## src/rtl/cla_carry_increment_adder.sv

```systemverilog
// Registered N-bit carry-increment adder with growing group widths: {cout,sum} = a + b + cin.
// Optional macro CIA_INPUT_REG_EN adds an input register stage (latency 2 instead of 1).
module cla_carry_increment_adder #(
    parameter int N           = 32,
    parameter int FIRST_GROUP = 1
) (
    input  logic         clk,
    input  logic         rst_n,
    input  logic         in_valid,
    input  logic [N-1:0] a,
    input  logic [N-1:0] b,
    input  logic         cin,
    output logic [N-1:0] sum,
    output logic         cout,
    output logic         out_valid
);

    // Group g starts at g*FIRST_GROUP + g*(g-1)/2 and is FIRST_GROUP+g wide.
    function automatic int grp_lo(input int g);
        return g * FIRST_GROUP + (g * (g - 1)) / 2;
    endfunction

    function automatic int grp_w(input int g);
        int lo;
        int w;
        lo = grp_lo(g);
        w  = FIRST_GROUP + g;
        if (lo + w > N) begin
            w = N - lo;
        end
        return w;
    endfunction

    function automatic int num_groups();
        int n;
        n = 0;
        for (int g = 0; g <= N; g++) begin
            if (grp_lo(g) < N) begin
                n = g + 1;
            end
        end
        return n;
    endfunction

    localparam int NUM_GROUPS = num_groups();

    // Operands feeding the combinational core.
    logic [N-1:0] core_a;
    logic [N-1:0] core_b;
    logic         core_cin;
    logic         core_valid;

`ifdef CIA_INPUT_REG_EN
    logic [N-1:0] a_reg;
    logic [N-1:0] b_reg;
    logic         cin_reg;
    logic         valid_reg;

    // Operands only load with in_valid so idle (possibly X) inputs never enter the core.
    always_ff @(posedge clk or negedge rst_n) begin
        if (!rst_n) begin
            a_reg     <= '0;
            b_reg     <= '0;
            cin_reg   <= 1'b0;
            valid_reg <= 1'b0;
        end else begin
            valid_reg <= in_valid;
            if (in_valid) begin
                a_reg   <= a;
                b_reg   <= b;
                cin_reg <= cin;
            end
        end
    end

    assign core_a     = a_reg;
    assign core_b     = b_reg;
    assign core_cin   = cin_reg;
    assign core_valid = valid_reg;
`else
    assign core_a     = a;
    assign core_b     = b;
    assign core_cin   = cin;
    assign core_valid = in_valid;
`endif

    logic [NUM_GROUPS-1:0] grp_c0;
    logic [NUM_GROUPS-1:0] grp_p;
    logic [NUM_GROUPS:0]   grp_cin;
    logic [N-1:0]          sum_next;
    logic                  cout_next;

    // Stage 1: each group ripples with carry-in 0 and reports its propagate.
    // Stage 2: the inter-group carry chain selects c0 | (P & carry-in).
    // Stage 3: each group's s0 is incremented by its resolved carry-in.
    generate
        for (genvar gi = 0; gi < NUM_GROUPS; gi++) begin : g_grp
            localparam int LO = grp_lo(gi);
            localparam int W  = grp_w(gi);

            logic [W-1:0] s0;
            logic [W-1:0] gsum;
            logic         c0;
            logic         p;

            always_comb begin
                logic rc;
                logic x;
                rc = 1'b0;
                x  = 1'b0;
                p  = 1'b1;
                s0 = '0;
                for (int i = 0; i < W; i++) begin
                    x     = core_a[LO+i] ^ core_b[LO+i];
                    s0[i] = x ^ rc;
                    rc    = (core_a[LO+i] & core_b[LO+i]) | (x & rc);
                    p     = p & x;
                end
                c0 = rc;
            end

            assign grp_c0[gi] = c0;
            assign grp_p[gi]  = p;

            always_comb begin
                logic ic;
                ic   = grp_cin[gi];
                gsum = '0;
                for (int i = 0; i < W; i++) begin
                    gsum[i] = s0[i] ^ ic;
                    ic      = s0[i] & ic;
                end
            end

            assign sum_next[LO+W-1:LO] = gsum;
        end
    endgenerate

    always_comb begin
        grp_cin    = '0;
        grp_cin[0] = core_cin;
        for (int g = 0; g < NUM_GROUPS; g++) begin
            grp_cin[g+1] = grp_c0[g] | (grp_p[g] & grp_cin[g]);
        end
    end

    assign cout_next = grp_cin[NUM_GROUPS];

    logic [N-1:0] sum_reg;
    logic         cout_reg;
    logic         out_valid_reg;

    always_ff @(posedge clk or negedge rst_n) begin
        if (!rst_n) begin
            sum_reg       <= '0;
            cout_reg      <= 1'b0;
            out_valid_reg <= 1'b0;
        end else begin
            out_valid_reg <= core_valid;
            if (core_valid) begin
                sum_reg  <= sum_next;
                cout_reg <= cout_next;
            end
        end
    end

    assign sum       = sum_reg;
    assign cout      = cout_reg;
    assign out_valid = out_valid_reg;

endmodule

```

## config.mk

```make
export PLATFORM = sky130hd
export DESIGN_NAME = cla_carry_increment_adder
export DESIGN_NICKNAME = d
export VERILOG_FILES = /design/src/rtl/cla_carry_increment_adder.sv
export SDC_FILE = /design/constraint.sdc
export NUM_CORES = 1
export LEC_CHECK = 0
export CAP_MARGIN = 40
export CORE_ASPECT_RATIO = 1.25
export CORE_MARGIN = 5
export CORE_UTILIZATION = 49
export CTS_CLUSTER_DIAMETER = 60
export DETAILED_ROUTE_END_ITERATION = 8
export HOLD_SLACK_MARGIN = 0.08
export PLACE_DENSITY = 0.95
export SLEW_MARGIN = 10
export SYNTH_ARGS = -nofsm -noshare
export SYNTH_HDL_FRONTEND = slang
export SYNTH_SLANG_ARGS = --single-unit
```

## constraint.sdc

```tcl
create_clock -name clk -period 1.55 [get_ports clk]
set_input_delay 0.465 -clock clk [delete_from_list [all_inputs] [get_ports clk]]
set_output_delay 0.465 -clock clk [all_outputs]
set_load 0.05 [all_outputs]
```

## After elaboration in Yosys (flattened, before gate mapping)

Index checks and enable logic that the tools add are counted.

| word-level totals | value |
|---|---|
| input port bits | 68 |
| flip-flop bits (word level) | 34 |

| operators by class | value |
|---|---|
| bitwise gates (word level) | 232 |

Operators by type and width:

| cell | number |
|---|---|
| $and A1 B1 Y1 | 112 |
| $xor A1 B1 Y1 | 88 |
| $or A1 B1 Y1 | 32 |

## Logic depth before layout (Yosys ltp)

| depth | value |
|---|---|
| depth in word-level cells | 20 |
| gate-level depth with buffers | 17 |

## Worst setup path before layout

Ideal clock, no wire load.

| timing | value |
|---|---|
| path kind | input-to-reg |
| start point | in a[10] |
| end point | reg sum_reg[26] (netlist: sum[26]) |
| setup time | 0.125 ns |
| buffers on the path | 0 |
| data required time | 1.425 ns |
| path slack | -2.187 ns |
| stages | 16 |
| arrival time | 3.613 ns |
| cells stage by stage | ha_1 > inv_1 > fa_1 > fa_1 > inv_1 > fa_1 > fa_1 > a221o_1 > a21o_1 > ha_1 > ha_1 > ha_1 > ha_1 > ha_1 > ha_1 > mux2_2 |

| on the way | value |
|---|---|
| word-level cells in the longest chain between the ends | 18 |

RTL lines:

| item | RTL line | source |
|---|---|---|
| from (decl) | 10 | `input logic [N-1:0] a,` |
| $and A1 B1 Y1 (2 in a row) | 116 | `rc = (core_a[LO+i] & core_b[LO+i]) \| (x & rc);` |
| $or A1 B1 Y1 | 116 |  |
| $and A1 B1 Y1 | 116 |  |
| $or A1 B1 Y1 | 116 |  |
| $and A1 B1 Y1 | 116 |  |
| $or A1 B1 Y1 | 116 |  |
| $and A1 B1 Y1 | 116 |  |
| $or A1 B1 Y1 | 116 |  |
| $or A1 B1 Y1 (*) | 143 | `grp_cin[g+1] = grp_c0[g] \| (grp_p[g] & grp_cin[g]);` |
| $and A1 B1 Y1 (*) | 143 |  |
| $or A1 B1 Y1 (*) | 143 |  |
| $and A1 B1 Y1 (*) (5 in a row) | 131 | `ic = s0[i] & ic;` |
| $xor A1 B1 Y1 (*) | 130 | `gsum[i] = s0[i] ^ ic;` |
| named net g_grp[6].gsum[5] | 102 | `logic [W-1:0] gsum;` |
| to (signal assigned) | 161 | `sum_reg <= sum_next;` |
| to (decl) | 149 | `logic [N-1:0] sum_reg;` |

Mark *: on every way through the listed nets, which the timed path passes. The rest lies on a longest branch.
A chain may end at the register's enable or synchronous reset.

## Final worst setup path

| timing | value |
|---|---|
| start point | in b[10] |
| end point | reg sum_reg[26] (netlist: sum[26]) |

| on the way | value |
|---|---|
| word-level cells in the longest chain between the ends | 18 |

RTL lines:

| item | RTL line | source |
|---|---|---|
| from (decl) | 11 | `input logic [N-1:0] b,` |
| $and A1 B1 Y1 (2 in a row) | 116 |  |
| $or A1 B1 Y1 | 116 |  |
| $and A1 B1 Y1 | 116 |  |
| $or A1 B1 Y1 | 116 |  |
| $and A1 B1 Y1 | 116 |  |
| $or A1 B1 Y1 | 116 |  |
| $and A1 B1 Y1 | 116 |  |
| $or A1 B1 Y1 | 116 |  |
| $or A1 B1 Y1 (*) | 143 |  |
| $and A1 B1 Y1 (*) | 143 |  |
| $or A1 B1 Y1 (*) | 143 |  |
| $and A1 B1 Y1 (*) (5 in a row) | 131 |  |
| $xor A1 B1 Y1 (*) | 130 |  |
| named net g_grp[6].gsum[5] | 102 |  |

Marked as above.

==> flow_summary.json <==
{
  "postLayoutCellArea_um2": 5320,
  "htreeDepth": 2,
  "grt_max_degree": 24,
  "multiInputGateArea_um2": 2440,
  "start_util_pct": 49.8,
  "ctsHoldBuffers": 0,
  "placed_cells": 439,
  "gp_congestion": 0.835,
  "track_usage_pct": 30.7,
  "gr-usage-met2_pct": 58.8,
  "seq_area_um2": 851,
  "grtUsageMet3_pct": 6.43,
  "power_leakage_uw": 0.00244,
  "use_met1_pct": 29.6,
  "max-cap-violations": 0,
  "synth-seq-cells": 34,
  "critPathArrivalTime_ns": 3.72,
  "fillers": 155,
  "vias": 2557,
  "ctsRootBufferMaster": "clkbuf_8",
  "cts_buffers": 5,
  "rr_worst_depth": 2,
  "slew_headroom_pct": 71.0,
  "rsz0062_at_grt": "yes",
  "area_delta_synth_final_pct": 87.3,
  "yosysSeqAreaShare_pct": 29.9,
  "wire_per_inst_um": 28.3,
  "port_buffers": 101,
  "skew_ns": 0,
  "end_kind": "register",
  "violations": "setup timing",
  "wirelength_um": 12800,
  "slew_viol_final": 0,
  "drcViolationCount": 0,
  "final_layout_size_suffix_gt1_share_pct": 59.6,
  "ir_drop_uv": 873,
  "critPathMaxFanout": 2,
  "die_w_um": 78.1,
  "initialDrtViolationCount": 114,
  "r2r-end": "cout",
  "startpoint_type": "input pin",
  "largest_reg_flops": 32,
  "tightestPinTransition_ns": 0.436,
  "critPathKind": "in2reg",
  "ios": 102,
  "grt_overflow": 0,
  "yosys_warnings": 0,
  "fin_nets": 533,
  "die_h_um": 95.1,
  "holdCritPathClass": "in2async",
  "cts_sinks": 34,
  "core_area_um2": 5700,
  "postSynthAreaPerCell_um2": 11.9,
  "reg2reg_slack_ns": 0.64,
  "period_needed_ns": 3.53,
  "layout.cells.non_filler": 451,
  "ctsLongestPathBuffers": 2,
  "place_area_um2": 4930,
  "pwr_density_cell_nw_per_um2": 1080,
  "dr.pass1.iters": 4,
  "synth_nets": 387,
  "antenna_found_initial": 1,
  "setup_viol": 30,
  "dp_hpwl_um": 7350,
  "final_antenna_net_count": 0,
  "worst_slack_ns": -1.98,
  "gr-max-usage-layer": "met2",
  "final.period_utilization_pct": 228,
  "synth_cells": 239,
  "rows": 31,
  "synth_cell_types": 29,
  "finalHoldViolCount": 0,
  "grt_pass1_wl_um": 16600,
  "max_freq_ghz": 0.283,
  "grt_pass1_vias": 2913,
  "critPathRequiredTime_ns": 1.74,
  "synth.cell_area_um2": 2840,
  "status": "complete, but fails checks",
  "vias_per_cell": 5.67,
  "clk_latency_ns": 0.30,
  "dieArea_um2": 7430,
  "cts_tree": "yes",
  "cp-startpoint": "b[10]",
  "path_clk_slew_ns": 0.08,
  "crit-reg2reg-launch": "cout"
}
==> area by class of cell <==
class	count	area share, %
clock buffer	6	1.55
inverter	46	3.29
sequential	34	16.0
tap	66	1.55
timing repair buffer	143	31.6
multi-input combinational	155	45.9
antenna	1	0.0470
==> synthesized netlist by cell type, drive strengths merged <==
cell type	count	area (um^2)
o2111ai	1	8.76
and2	1	6.26
nor2	10	40.0
mux2	25	282
a31oi	2	27.5
nor3	1	5.00
or2	1	6.26
a21oi	8	43.8
dfrtp	34	851
xnor2	7	61.3
fa	25	500
a211oi	1	7.51
nand2b	1	6.26
o21ai	1	5.00
a21o	1	7.51
nand3	3	15.0
a221o	1	10.0
o21bai	1	7.51
buf	4	20.0
nand2	4	15.0
ha	55	688
nand4	4	25.0
nand3b	1	20.0
mux2i	1	10.0
inv	46	173
==> cells by family (layout without fill, tap and decap cells) <==
kind of cell	after synthesis	in the layout	synth area share, %
AND/OR/NAND/NOR	26	26	4.89
AO/OA/AOI/OAI	16	16	4.14
multiplexers	26	26	10.3
other	0	1	0
adder cells (fa/ha/maj)	80	80	41.8
buffers and inverters	50	195	6.78
XOR/XNOR	7	7	2.16
flip-flops	34	34	29.9
==> how the worst max path moves through the flow <==
stage	to	depth (start not counted)
after floorplan	sum[26]	16
after global placement	sum[26]	17
after detailed placement	sum[26]	17
after CTS	sum[26]	17
after global routing	sum[26]	17
final	sum[26]	17
==> stage by stage <==
stage | util (%) | hold WS [ns] | TNS (ns) | power (uW) | setup WS, ns
global placement | 86.5 | 0.421 | -58.51 | 4490 | -2.57
floorplan | - | 0.169 | -38.89 | 2900 | -2.03
detailed placement | 86.5 | 0.426 | -60.54 | 4650 | -2.64
global route | 93.3 | 0.118 | -38.98 | 5920 | -2.02
CTS | 92.1 | 0.102 | -36.70 | 5550 | -1.95
finish | 93.3 | 0.0868 | -37.87 | 5760 | -1.98
==> what timing repair did <==
item | CTS | global route
cloned | 0 | 0
setup buffers | 6 | 3
endpoints found under the setup margin | 32 | 30
pin swaps | 42 | 23
resized for setup | 161 | 26
==> placed cells by master (no fill, tap or decap), drive strengths merged <==
cell	netlist	routed
mux2i	1	1
a221o	1	1
nand4	4	4
dlygate4sd2	0	5
ha	55	55
clkdlybuf4s50	0	32
o2111ai	1	1
diode	0	1
clkdlybuf4s15	0	5
xnor2	7	7
nand2b	1	1
nor3	1	1
a31oi	2	2
dlymetal6s2s	0	1
clkbuf	0	8
a21oi	8	8
buf	4	98
o21bai	1	1
fa	25	25
or2	1	1
o21ai	1	1
mux2	25	25
inv	46	46
dfrtp	34	34
a21o	1	1
a211oi	1	1
nand3	3	3
nand3b	1	1
nand2	4	4
and2	1	1
nor2	10	10
==> report_power, final <==
part | switching [uW] | total [uW] | internal [uW]
Clock | 352 | 696 | 343
Sequential | 318 | 1440 | 1120
Combinational | 1760 | 3630 | 1870
==> critical path, cell delays in order <==
cell,delay (ns)
buf_6,0.10
ha_4,0.15
inv_2,0.05
fa_2,0.19
fa_2,0.20
inv_2,0.04
fa_2,0.33
fa_2,0.35
a221o_1,0.31
a21o_1,0.21
ha_4,0.18
ha_4,0.15
ha_4,0.16
ha_4,0.16
ha_4,0.16
ha_4,0.23
mux2_4,0.25
==> metal layers <==
layer | vias up | wire length [um]
met5 | - | 0
met4 | 0 | 1150
met3 | 83 | 702
met2 | 160 | 6990
met1 | 1253 | 3930
li1 | 1061 | -
(Power assumes the default switching activity.)
